<file path="src/rtl/digit_entry_ctrl.sv">
// Four-digit code entry sequencer: button edge detection, digit/cursor registers,
// check/unlock/lockout FSM and anode scan. Optional auto-repeat: DIGIT_ENTRY_AUTO_REPEAT_EN.
module digit_entry_ctrl #(
  parameter int          MAX_VAL        = 9,
  parameter logic [15:0] PASSCODE       = 16'h1234,
  parameter int          MAX_TRIES      = 3,
  parameter int          LOCKOUT_CYCLES = 100_000_000,
  parameter int          SCAN_DIV       = 100_000
`ifdef DIGIT_ENTRY_AUTO_REPEAT_EN
  , parameter int        REPEAT_DELAY   = 50_000_000
  , parameter int        REPEAT_PERIOD  = 10_000_000
`endif
) (
  input  logic        CLOCK,
  input  logic        RESET_N,
  input  logic        btn_up,
  input  logic        btn_down,
  input  logic        btn_left,
  input  logic        btn_right,
  input  logic        btn_center,
  output logic [15:0] digits,
  output logic [1:0]  cursor,
  output logic [1:0]  state,
  output logic        unlocked,
  output logic        fail_pulse,
  output logic [3:0]  an,
  output logic [3:0]  scan_val
);

  typedef enum logic [1:0] {
    EDIT    = 2'b00,
    CHECK   = 2'b01,
    OPEN    = 2'b10,
    LOCKOUT = 2'b11
  } state_t;

  localparam logic [3:0] MAX_D = 4'(MAX_VAL);
  localparam int FW = (MAX_TRIES > 0) ? $clog2(MAX_TRIES + 1) : 1;
  localparam int TW = (LOCKOUT_CYCLES > 1) ? $clog2(LOCKOUT_CYCLES) : 1;
  localparam int SW = (SCAN_DIV > 1) ? $clog2(SCAN_DIV) : 1;

  state_t        state_q, state_d;
  logic [3:0]    dig_q [4];
  logic [3:0]    dig_d [4];
  logic [1:0]    cur_q, cur_d;
  logic [FW-1:0] fail_q, fail_d;
  logic [TW-1:0] tmr_q, tmr_d;
  logic [4:0]    prev_q;
  logic [SW-1:0] scan_cnt_q;
  logic [1:0]    scan_idx_q;

  logic rise_up, rise_dn, rise_l, rise_r, rise_c;
  logic rep_up, rep_dn;
  logic [3:0] sel;

  // Button order in prev_q: {center, right, left, down, up}
  assign rise_up = btn_up     & ~prev_q[0];
  assign rise_dn = btn_down   & ~prev_q[1];
  assign rise_l  = btn_left   & ~prev_q[2];
  assign rise_r  = btn_right  & ~prev_q[3];
  assign rise_c  = btn_center & ~prev_q[4];
  assign sel     = dig_q[cur_q];

`ifdef DIGIT_ENTRY_AUTO_REPEAT_EN
  localparam int RMAX = (REPEAT_DELAY > REPEAT_PERIOD) ? REPEAT_DELAY : REPEAT_PERIOD;
  localparam int RW   = (RMAX > 1) ? $clog2(RMAX) : 1;

  logic [RW-1:0] rep_cnt_q, rep_cnt_d;
  logic          rep_armed_q, rep_armed_d;
  logic          rep_step;

  // Wait REPEAT_DELAY while held (armed phase), then step every REPEAT_PERIOD.
  always_comb begin
    rep_cnt_d   = rep_cnt_q;
    rep_armed_d = rep_armed_q;
    rep_step    = 1'b0;
    if (state_q != EDIT || !(btn_up || btn_down) || rise_c || rise_up || rise_dn) begin
      rep_cnt_d   = '0;
      rep_armed_d = 1'b0;
    end else if (!rep_armed_q) begin
      if (rep_cnt_q == RW'(REPEAT_DELAY - 1)) begin
        rep_armed_d = 1'b1;
        rep_cnt_d   = '0;
      end else begin
        rep_cnt_d = rep_cnt_q + 1'b1;
      end
    end else if (rep_cnt_q == RW'(REPEAT_PERIOD - 1)) begin
      rep_step  = 1'b1;
      rep_cnt_d = '0;
    end else begin
      rep_cnt_d = rep_cnt_q + 1'b1;
    end
  end

  always_ff @(posedge CLOCK or negedge RESET_N) begin
    if (!RESET_N) begin
      rep_cnt_q   <= '0;
      rep_armed_q <= 1'b0;
    end else begin
      rep_cnt_q   <= rep_cnt_d;
      rep_armed_q <= rep_armed_d;
    end
  end

  assign rep_up = rep_step & btn_up;
  assign rep_dn = rep_step & ~btn_up & btn_down;
`else
  assign rep_up = 1'b0;
  assign rep_dn = 1'b0;
`endif

  always_comb begin
    state_d    = state_q;
    dig_d      = dig_q;
    cur_d      = cur_q;
    fail_d     = fail_q;
    tmr_d      = tmr_q;
    fail_pulse = 1'b0;
    case (state_q)
      EDIT: begin
        if (rise_c) begin
          state_d = CHECK;
        end else if (rise_up || rep_up) begin
          dig_d[cur_q] = (sel == MAX_D) ? 4'd0 : sel + 4'd1;
        end else if (rise_dn || rep_dn) begin
          dig_d[cur_q] = (sel == 4'd0) ? MAX_D : sel - 4'd1;
        end else if (rise_l) begin
          cur_d = cur_q + 2'd1;
        end else if (rise_r) begin
          cur_d = cur_q - 2'd1;
        end
      end
      CHECK: begin
        if (digits == PASSCODE) begin
          state_d = OPEN;
          fail_d  = '0;
        end else begin
          fail_pulse = 1'b1;
          fail_d     = fail_q + 1'b1;
          dig_d      = '{default: 4'd0};
          cur_d      = 2'd0;
          if (fail_q + 1'b1 == FW'(MAX_TRIES)) begin
            state_d = LOCKOUT;
            tmr_d   = TW'(LOCKOUT_CYCLES - 1);
          end else begin
            state_d = EDIT;
          end
        end
      end
      OPEN: begin
        if (rise_c) begin
          state_d = EDIT;
          dig_d   = '{default: 4'd0};
          cur_d   = 2'd0;
        end
      end
      LOCKOUT: begin
        // Timer counts LOCKOUT_CYCLES-1 down to 0, so exactly LOCKOUT_CYCLES clocks here.
        if (tmr_q == '0) begin
          state_d = EDIT;
          fail_d  = '0;
        end else begin
          tmr_d = tmr_q - 1'b1;
        end
      end
      default: state_d = EDIT;
    endcase
  end

  always_ff @(posedge CLOCK or negedge RESET_N) begin
    if (!RESET_N) begin
      state_q <= EDIT;
      dig_q   <= '{default: 4'd0};
      cur_q   <= 2'd0;
      fail_q  <= '0;
      tmr_q   <= '0;
      prev_q  <= 5'd0;
    end else begin
      state_q <= state_d;
      dig_q   <= dig_d;
      cur_q   <= cur_d;
      fail_q  <= fail_d;
      tmr_q   <= tmr_d;
      prev_q  <= {btn_center, btn_right, btn_left, btn_down, btn_up};
    end
  end

  // Free-running scan, independent of FSM state.
  always_ff @(posedge CLOCK or negedge RESET_N) begin
    if (!RESET_N) begin
      scan_cnt_q <= '0;
      scan_idx_q <= 2'd0;
    end else if (scan_cnt_q == SW'(SCAN_DIV - 1)) begin
      scan_cnt_q <= '0;
      scan_idx_q <= scan_idx_q + 2'd1;
    end else begin
      scan_cnt_q <= scan_cnt_q + 1'b1;
    end
  end

  assign digits   = {dig_q[3], dig_q[2], dig_q[1], dig_q[0]};
  assign cursor   = cur_q;
  assign state    = state_q;
  assign unlocked = (state_q == OPEN);
  assign an       = ~(4'b0001 << scan_idx_q);
  assign scan_val = (state_q == LOCKOUT) ? 4'hF : dig_q[scan_idx_q];

endmodule
</file>
<file path="config.mk">
export PLATFORM = sky130hd
export DESIGN_NAME = digit_entry_ctrl
export DESIGN_NICKNAME = d
export VERILOG_FILES = /design/src/rtl/digit_entry_ctrl.sv
export SDC_FILE = /design/constraint.sdc
export NUM_CORES = 1
export LEC_CHECK = 0
export ABC_CLOCK_PERIOD_IN_PS = 2400
export CAP_MARGIN = 20
export CELL_PAD_IN_SITES_DETAIL_PLACEMENT = 1
export CELL_PAD_IN_SITES_GLOBAL_PLACEMENT = 2
export CORE_ASPECT_RATIO = 0.5
export CORE_MARGIN = 1.5
export CORE_UTILIZATION = 34
export DETAILED_ROUTE_END_ITERATION = 10
export GPL_TIMING_DRIVEN = 0
export HOLD_SLACK_MARGIN = 0.02
export PLACE_DENSITY_LB_ADDON = 0.1
export RECOVER_POWER = 100
export SETUP_SLACK_MARGIN = 0.15
export SLEW_MARGIN = 30
export SYNTH_ARGS = -nofsm -noshare
export SYNTH_HDL_FRONTEND = slang
export SYNTH_SLANG_ARGS = --single-unit
</file>
<file path="constraint.sdc">
create_clock -name CLOCK -period 2.4 [get_ports CLOCK]
set_input_delay 0.36 -clock CLOCK [delete_from_list [all_inputs] [get_ports CLOCK]]
set_output_delay 0.36 -clock CLOCK [all_outputs]
set_load 0.02 [all_outputs]
</file>
==> results of run 1 <==
==> stage by stage <==
stage	worst slack, ns	util	cell area [µm²]	TNS, ns
finish	0.01331	0.5036	6105	0
global placement	-2.181	0.4079	4945	-146.17
floorplan	0.1165	-	4378	0
detailed placement	-0.4125	0.4107	4979	-6.885
CTS	0.06462	0.4743	5749	0
global route	-0.06789	0.5036	6105	-0.8756
==> power by group through the flow <==
| stage | clock, mW | combinational, mW | sequential (mW) |
|---|---|---|---|
| after floorplan | 0 | 1.52 | 1.79 |
| after global placement | 0 | 2.45 | 1.74 |
| after detailed placement | 0 | 2.47 | 1.75 |
| after CTS | 1.62 | 2.96 | 1.72 |
| after global routing | 1.65 | 3.79 | 1.77 |
| final | 1.59 | 3.56 | 1.73 |
==> cell type report <==
type / instances / area [µm²]
fill: 1363 / 6017
multi-input combinational: 320 / 2725
sequential: 73 / 1838
timing repair buffer: 83 / 757.0
clock buffer: 10 / 239.0
tap: 165 / 206.4
buffer: 15 / 130.1
inverter: 26 / 105.1
clock inverter: 5 / 103.9
==> cell families (layout without fill, tap and decap cells) <==
kind of cell               count (synthesis)  count (layout)  synth area share
DFF                                       73              73            0.4203
muxes                                     26              26           0.08348
adders and majority gates                 14              14           0.04030
xor gates and xnor gates                  17              17           0.03425
and+or+nand+nor                          190             190            0.2545
AOI/OAI and AO/OA                         72              73            0.1267
buffers and inverters                     41             139           0.04059
==> cells in the mapped netlist, drive strengths merged (9+ instances only) <==
cell type	n	area (µm²)
ha	14	175.2
mux2i	16	160.2
nand4	10	62.56
inv	26	97.59
o31ai	12	90.09
xnor2	11	96.34
nor2	31	116.4
nand3	22	110.1
nand2b	9	56.30
and2	11	68.82
or4	13	97.59
nand2	23	86.33
dfrtp	73	1827
clkbuf	9	33.78
nor4	14	112.6
a21oi	9	45.04
o21ai	12	60.05
nor3	14	70.07
==> worst paths after layout <==
| path | to | from | cells after the start |
|---|---|---|---|
| worst max-delay path | tmr_q[5]$_DFFE_PN0P_ | digits[0]$_DFFE_PN0P_ | 9 |
| min in group asynchronous | tmr_q[12]$_DFFE_PN0P_ | RESET_N | 2 |
| worst min-delay path | scan_cnt_q[13]$_DFF_PN0_ | scan_cnt_q[13]$_DFF_PN0_ | 1 |
| worst max register to register | tmr_q[5]$_DFFE_PN0P_ | digits[0]$_DFFE_PN0P_ | 9 |
| worst min register to register | scan_cnt_q[13]$_DFF_PN0_ | scan_cnt_q[13]$_DFF_PN0_ | 1 |
| max in group asynchronous | cursor[0]$_DFFE_PN0P_ | RESET_N | 3 |
==> sequential cells by signal, summed over array words and instances, names as in the netlist <==
signal	count
prev_q	5
tmr_q	27
digits	16
scan_cnt_q	17
cursor	2
scan_idx_q	2
fail_q	2
state	2
==> timing repair <==
action                                  in CTS  in global routing
hold buffers                                 1                  0
buffers inserted                            25                 18
endpoints found under the hold margin        9                  0
pin swaps                                   23                 20
gates cloned                                 1                  2
gates resized for setup                     77                 58
endpoints found under the setup margin      65                 54
==> per-layer routing <==
layer | part of all wire | track usage
met5 | 0 | 0
met4 | 0.016 | 0.05505
met3 | 0.028 | 0.04446
met2 | 0.50 | 0.3350
met1 | 0.46 | 0.2614
==> impl_metrics.tcl, run 1 <==
set metrics [dict create \
    status "finished, final reports clean" \
    critPathMaxStageDelay_ns 0.58 \
    ant_nets 0 \
    hold_slack_ns 0.4942 \
    clk_path_buf_depth 2 \
    tightest_slew_ns 0.9589 \
    clock_sinks 73 \
    grt_use_total 0.2007 \
    grt_setup_unrepaired "yes" \
    critPathSlowestCell "or4_4" \
    fmaxAchievable_mhz 419.0 \
    drive_above_1_share 0.3045 \
    drt_wl_total_um 13520 \
    start_kind "flop" \
    syn_nets 454 \
    cap_violations 0 \
    worst-path-max-fanout 7 \
    crit_arrival_ns 2.66 \
    ys.flop_type "dfrtp_1" \
    switching_share 0.3960 \
    timing.final.hold_violations 0 \
    dpl.hpwl_um 8618 \
    clockRootBuffer "clkbuf_16" \
    h-tree-depth 3 \
    core_um2 12120 \
    drc 0 \
    synth_edf_count 0 \
    syn2layout_area_growth_pct 40.44 \
    timing.final.crit_period_ns 2.387 \
    synth_warnings 0 \
    finalNonFillerCells 697 \
    finalNetCount 549 \
    layout_commonest_cell "dfrtp_1" \
    drtPass1Iterations 4 \
    total_power_mw 6.874 \
    grt_pass1_wl_um 21310 \
    final_cell_mix "64 x dfrtp_1, 35 x buf_4, 31 x nor2_1, 22 x nand2_1, 20 x inv_1" \
    clkLatencyLatePin_ns 0.34 \
    fp.dieW_um 162.9 \
    pwr-share-seq 0.252 \
    peakVddDrop_v 0.0003423 \
    syn_inst 433 \
    p_clk_frac 0.231 \
    io-pin-count 37 \
    critPathKind "flop to flop" \
    dp.cells 635 \
    cts_tree "yes" \
    slew_viol_final 0 \
    avgSynthCellArea_um2 10.04 \
    place.gp.congestion 0.7659 \
    p_leak_nw 2.462 \
    viasPerCell 5.567 \
    grt.overflow.total 0 \
    path_buf_inv 4 \
    antenna_cells 0 \
    p_int_mw 4.152 \
    postSynth.asyncResetShare 1.000 \
    skew_ns 0.008844 \
    drtIter0Drc 169 \
    syn_area_um2 4347 \
    end_kind "flop" \
    cpLargestDelayFamily "compound AO/OA/AOI/OAI gates" \
    portBuffers 36 \
    synth-seq-cells 73 \
    antenna_found_initial 0 \
    synth_cell_types 55 \
    grt_max_degree 65 \
    grt_pass1_vias 3969 \
    comb_power_share 0.517 \
    routedWlPerCell_um 19.39 \
    slew_headroom 0.3607 \
    clk_pin_slew_ns 0.06 \
    vias 3880 \
    start_util 0.3586 \
    setup_violations 0 \
    rrSetupSlack_ns 0.01 \
    path_cells "or4_4 > o41ai_4 > inv_2 > a22oi_4 > buf_6 > buf_8 > buf_12 > o31ai_1 > nand3_1" \
    switchingPower_mw 2.722 \
    pwr_density_cell_nw_per_um2 1126 \
    min_path_type "flop to flop" \
    finalCritPeriodShare 0.9945 \
    die_h_um 82.95 \
    cts_inserted_buffers 9 \
    critPathRequiredTime_ns 2.67 \
    dieArea_um2 13510 \
    ys_seq_area_frac 0.4203 \
    num_rows 28 \
]
No activity file was read; power rests on OpenSTA's default activity.
==> run 2, diff against run 1 <==
--- a/config.mk
+++ b/config.mk
@@ -10,7 +10,6 @@
 export CELL_PAD_IN_SITES_DETAIL_PLACEMENT = 1
 export CELL_PAD_IN_SITES_GLOBAL_PLACEMENT = 2
 export CORE_ASPECT_RATIO = 0.5
-export CORE_MARGIN = 1.5
 export CORE_UTILIZATION = 34
 export DETAILED_ROUTE_END_ITERATION = 10
 export GPL_TIMING_DRIVEN = 0
==> run 2 against run 1 <==
Net effect:
- total power shrank 1.0%
- wire length increased by 2.3%
- via count shrank 1.2%
- maximum frequency increased by 0.89%
- largest power group unchanged
- final cell count up 1.0%
- highest routed layer unchanged
- first-iteration DRC count down 22%
- critical endpoint is now digits[5]$_DFFE_PN0P_
- sequential power about the same
==> impl_metrics.tcl, run 2 (same netlist as run 1, synthesis figures left out) <==
set metrics [dict create \
    start_kind "flop" \
    cts_tree "yes" \
    viasPerCell 5.443 \
    fin_area_um2 6175 \
    p_clk_frac 0.219 \
    ant_nets 0 \
    antenna_found_initial 0 \
    end_kind "flop" \
    pwr-share-seq 0.257 \
    switching_share 0.4060 \
    path_cells "buf_6 > mux4_2 > inv_4 > ha_4 > inv_2 > nor3b_2 > o22ai_2 > and3b_2 > a22o_1" \
    grt_max_degree 65 \
    clkLatencyLatePin_ns 0.34 \
    core_um2 12120 \
    drtPass1Iterations 7 \
    worst-path-max-fanout 3 \
    die_h_um 81.95 \
    start_util 0.3586 \
    grt_use_total 0.2122 \
    status "finished, final reports clean" \
    timing.final.hold_violations 0 \
    path_buf_inv 3 \
    critPathRequiredTime_ns 2.63 \
    vias 3832 \
    routedWlPerCell_um 19.64 \
    drtIter0Drc 131 \
    clk_path_buf_depth 2 \
    peakVddDrop_v 0.0003493 \
    h-tree-depth 3 \
    grt_pass1_wl_um 21570 \
    min_path_type "flop to flop" \
    slew_headroom 0.3583 \
    grt_setup_unrepaired "yes" \
    comb_power_share 0.525 \
    crit_arrival_ns 2.59 \
    finalNetCount 555 \
    drive_above_1_share 0.3265 \
    skew_ns 0.01056 \
    drc 0 \
    final_core_util 0.5094 \
    dp.cells 635 \
    dieArea_um2 13270 \
    hold_slack_ns 0.5002 \
    finalCritPeriodShare 0.9856 \
    p_int_mw 4.042 \
    top_register "tmr_q" \
    drt_wl_total_um 13830 \
    slew_viol_final 0 \
    final_cell_mix "64 x dfrtp_1, 39 x buf_4, 31 x nor2_1, 28 x dlygate4sd3_1, 22 x nand2_1" \
    finalNonFillerCells 704 \
    cpLargestDelayFamily "multiplexers" \
    tns_ns 0 \
    layout_commonest_cell "dfrtp_1" \
    critPathSlowestCell "mux4_2" \
    clk_pin_slew_ns 0.06 \
    cts_inserted_buffers 9 \
    fp.dieW_um 161.9 \
    grt_pass1_vias 3951 \
    critPathKind "flop to flop" \
    cap_violations 0 \
    dpl.hpwl_um 8674 \
    timing.final.crit_period_ns 2.366 \
    critPathMaxStageDelay_ns 0.54 \
    fill_cells 1312 \
    place.gp.congestion 0.7686 \
    p_leak_nw 2.520 \
    setup_violations 0 \
    syn2layout_area_growth_pct 42.06 \
    io-pin-count 37 \
    clockRootBuffer "clkbuf_16" \
    num_rows 28 \
    grt.overflow.total 0 \
    pwr_density_cell_nw_per_um2 1102 \
    antenna_cells 0 \
    fmaxAchievable_mhz 422.7 \
    switchingPower_mw 2.763 \
    clock_sinks 73 \
    post_dp_cell_area_um2 4979 \
    portBuffers 36 \
    largest_reg_flops 27 \
    tightest_slew_ns 0.9625 \
]
run 2: timing repair:
action                                  CTS  global route
hold buffers                              1             0
buffers inserted                         33            16
endpoints found under the hold margin     9             0
endpoints found under the setup margin   64            53
gates resized for setup                  83            57
cloned                                    1             2
pin swaps                                29            24
run 2: per-layer routing:
layer | global-route usage | wire length (µm)
met4 | 0.03774 | 86
met5 | 0 | 0
met1 | 0.2676 | 6303
met3 | 0.04697 | 391
met2 | 0.3798 | 7047
run 2: layout make-up:
| type | instances | area [µm²] | share of cell area |
|---|---|---|---|
| plain buffers | 15 | 132.6 | 0.02148 |
| clock buffers | 9 | 225.2 | 0.03647 |
| clock inverters | 7 | 93.84 | 0.01520 |
| inverters | 26 | 102.6 | 0.01662 |
| multi-input cells | 320 | 2756 | 0.4464 |
| flip-flops and latches | 73 | 1838 | 0.2977 |
| well taps | 165 | 206.4 | 0.03343 |
| repair buffers | 89 | 819.5 | 0.1327 |
run 2: final timing paths:
| path | start | end | slack [ns] | cells past startpoint |
|---|---|---|---|---|
| hold reg to reg | scan_cnt_q[8]$_DFF_PN0_ | scan_cnt_q[8]$_DFF_PN0_ | 0.50 | 1 |
| setup / recovery | digits[13]$_DFFE_PN0P_ | digits[5]$_DFFE_PN0P_ | 0.03 | 9 |
| hold / removal | scan_cnt_q[8]$_DFF_PN0_ | scan_cnt_q[8]$_DFF_PN0_ | 0.50 | 1 |
| max in group asynchronous | RESET_N | tmr_q[0]$_DFFE_PN0P_ | 0.33 | 3 |
| setup reg to reg | digits[13]$_DFFE_PN0P_ | digits[5]$_DFFE_PN0P_ | 0.03 | 9 |
| min in group asynchronous | RESET_N | tmr_q[10]$_DFFE_PN0P_ | 0.55 | 2 |
run 2: power groups by stage:
| stage | sequential [mW] | clock [mW] | combinational, mW |
|---|---|---|---|
| after floorplan | 1.79 | 0 | 1.52 |
| final | 1.75 | 1.49 | 3.57 |
| after global placement | 1.74 | 0 | 2.45 |
| after global routing | 1.78 | 1.56 | 3.84 |
| after CTS | 1.72 | 1.51 | 3.05 |
| after detailed placement | 1.74 | 0 | 2.47 |
run 2: stage by stage:
step / total power, mW / setup WS (ns)
after floorplan: 3.309 / 0.1165
after global placement: 4.191 / -2.201
after detailed placement: 4.214 / -0.4791
after CTS: 6.278 / 0.06766
after global routing: 7.173 / -0.03065
final: 6.804 / 0.03446
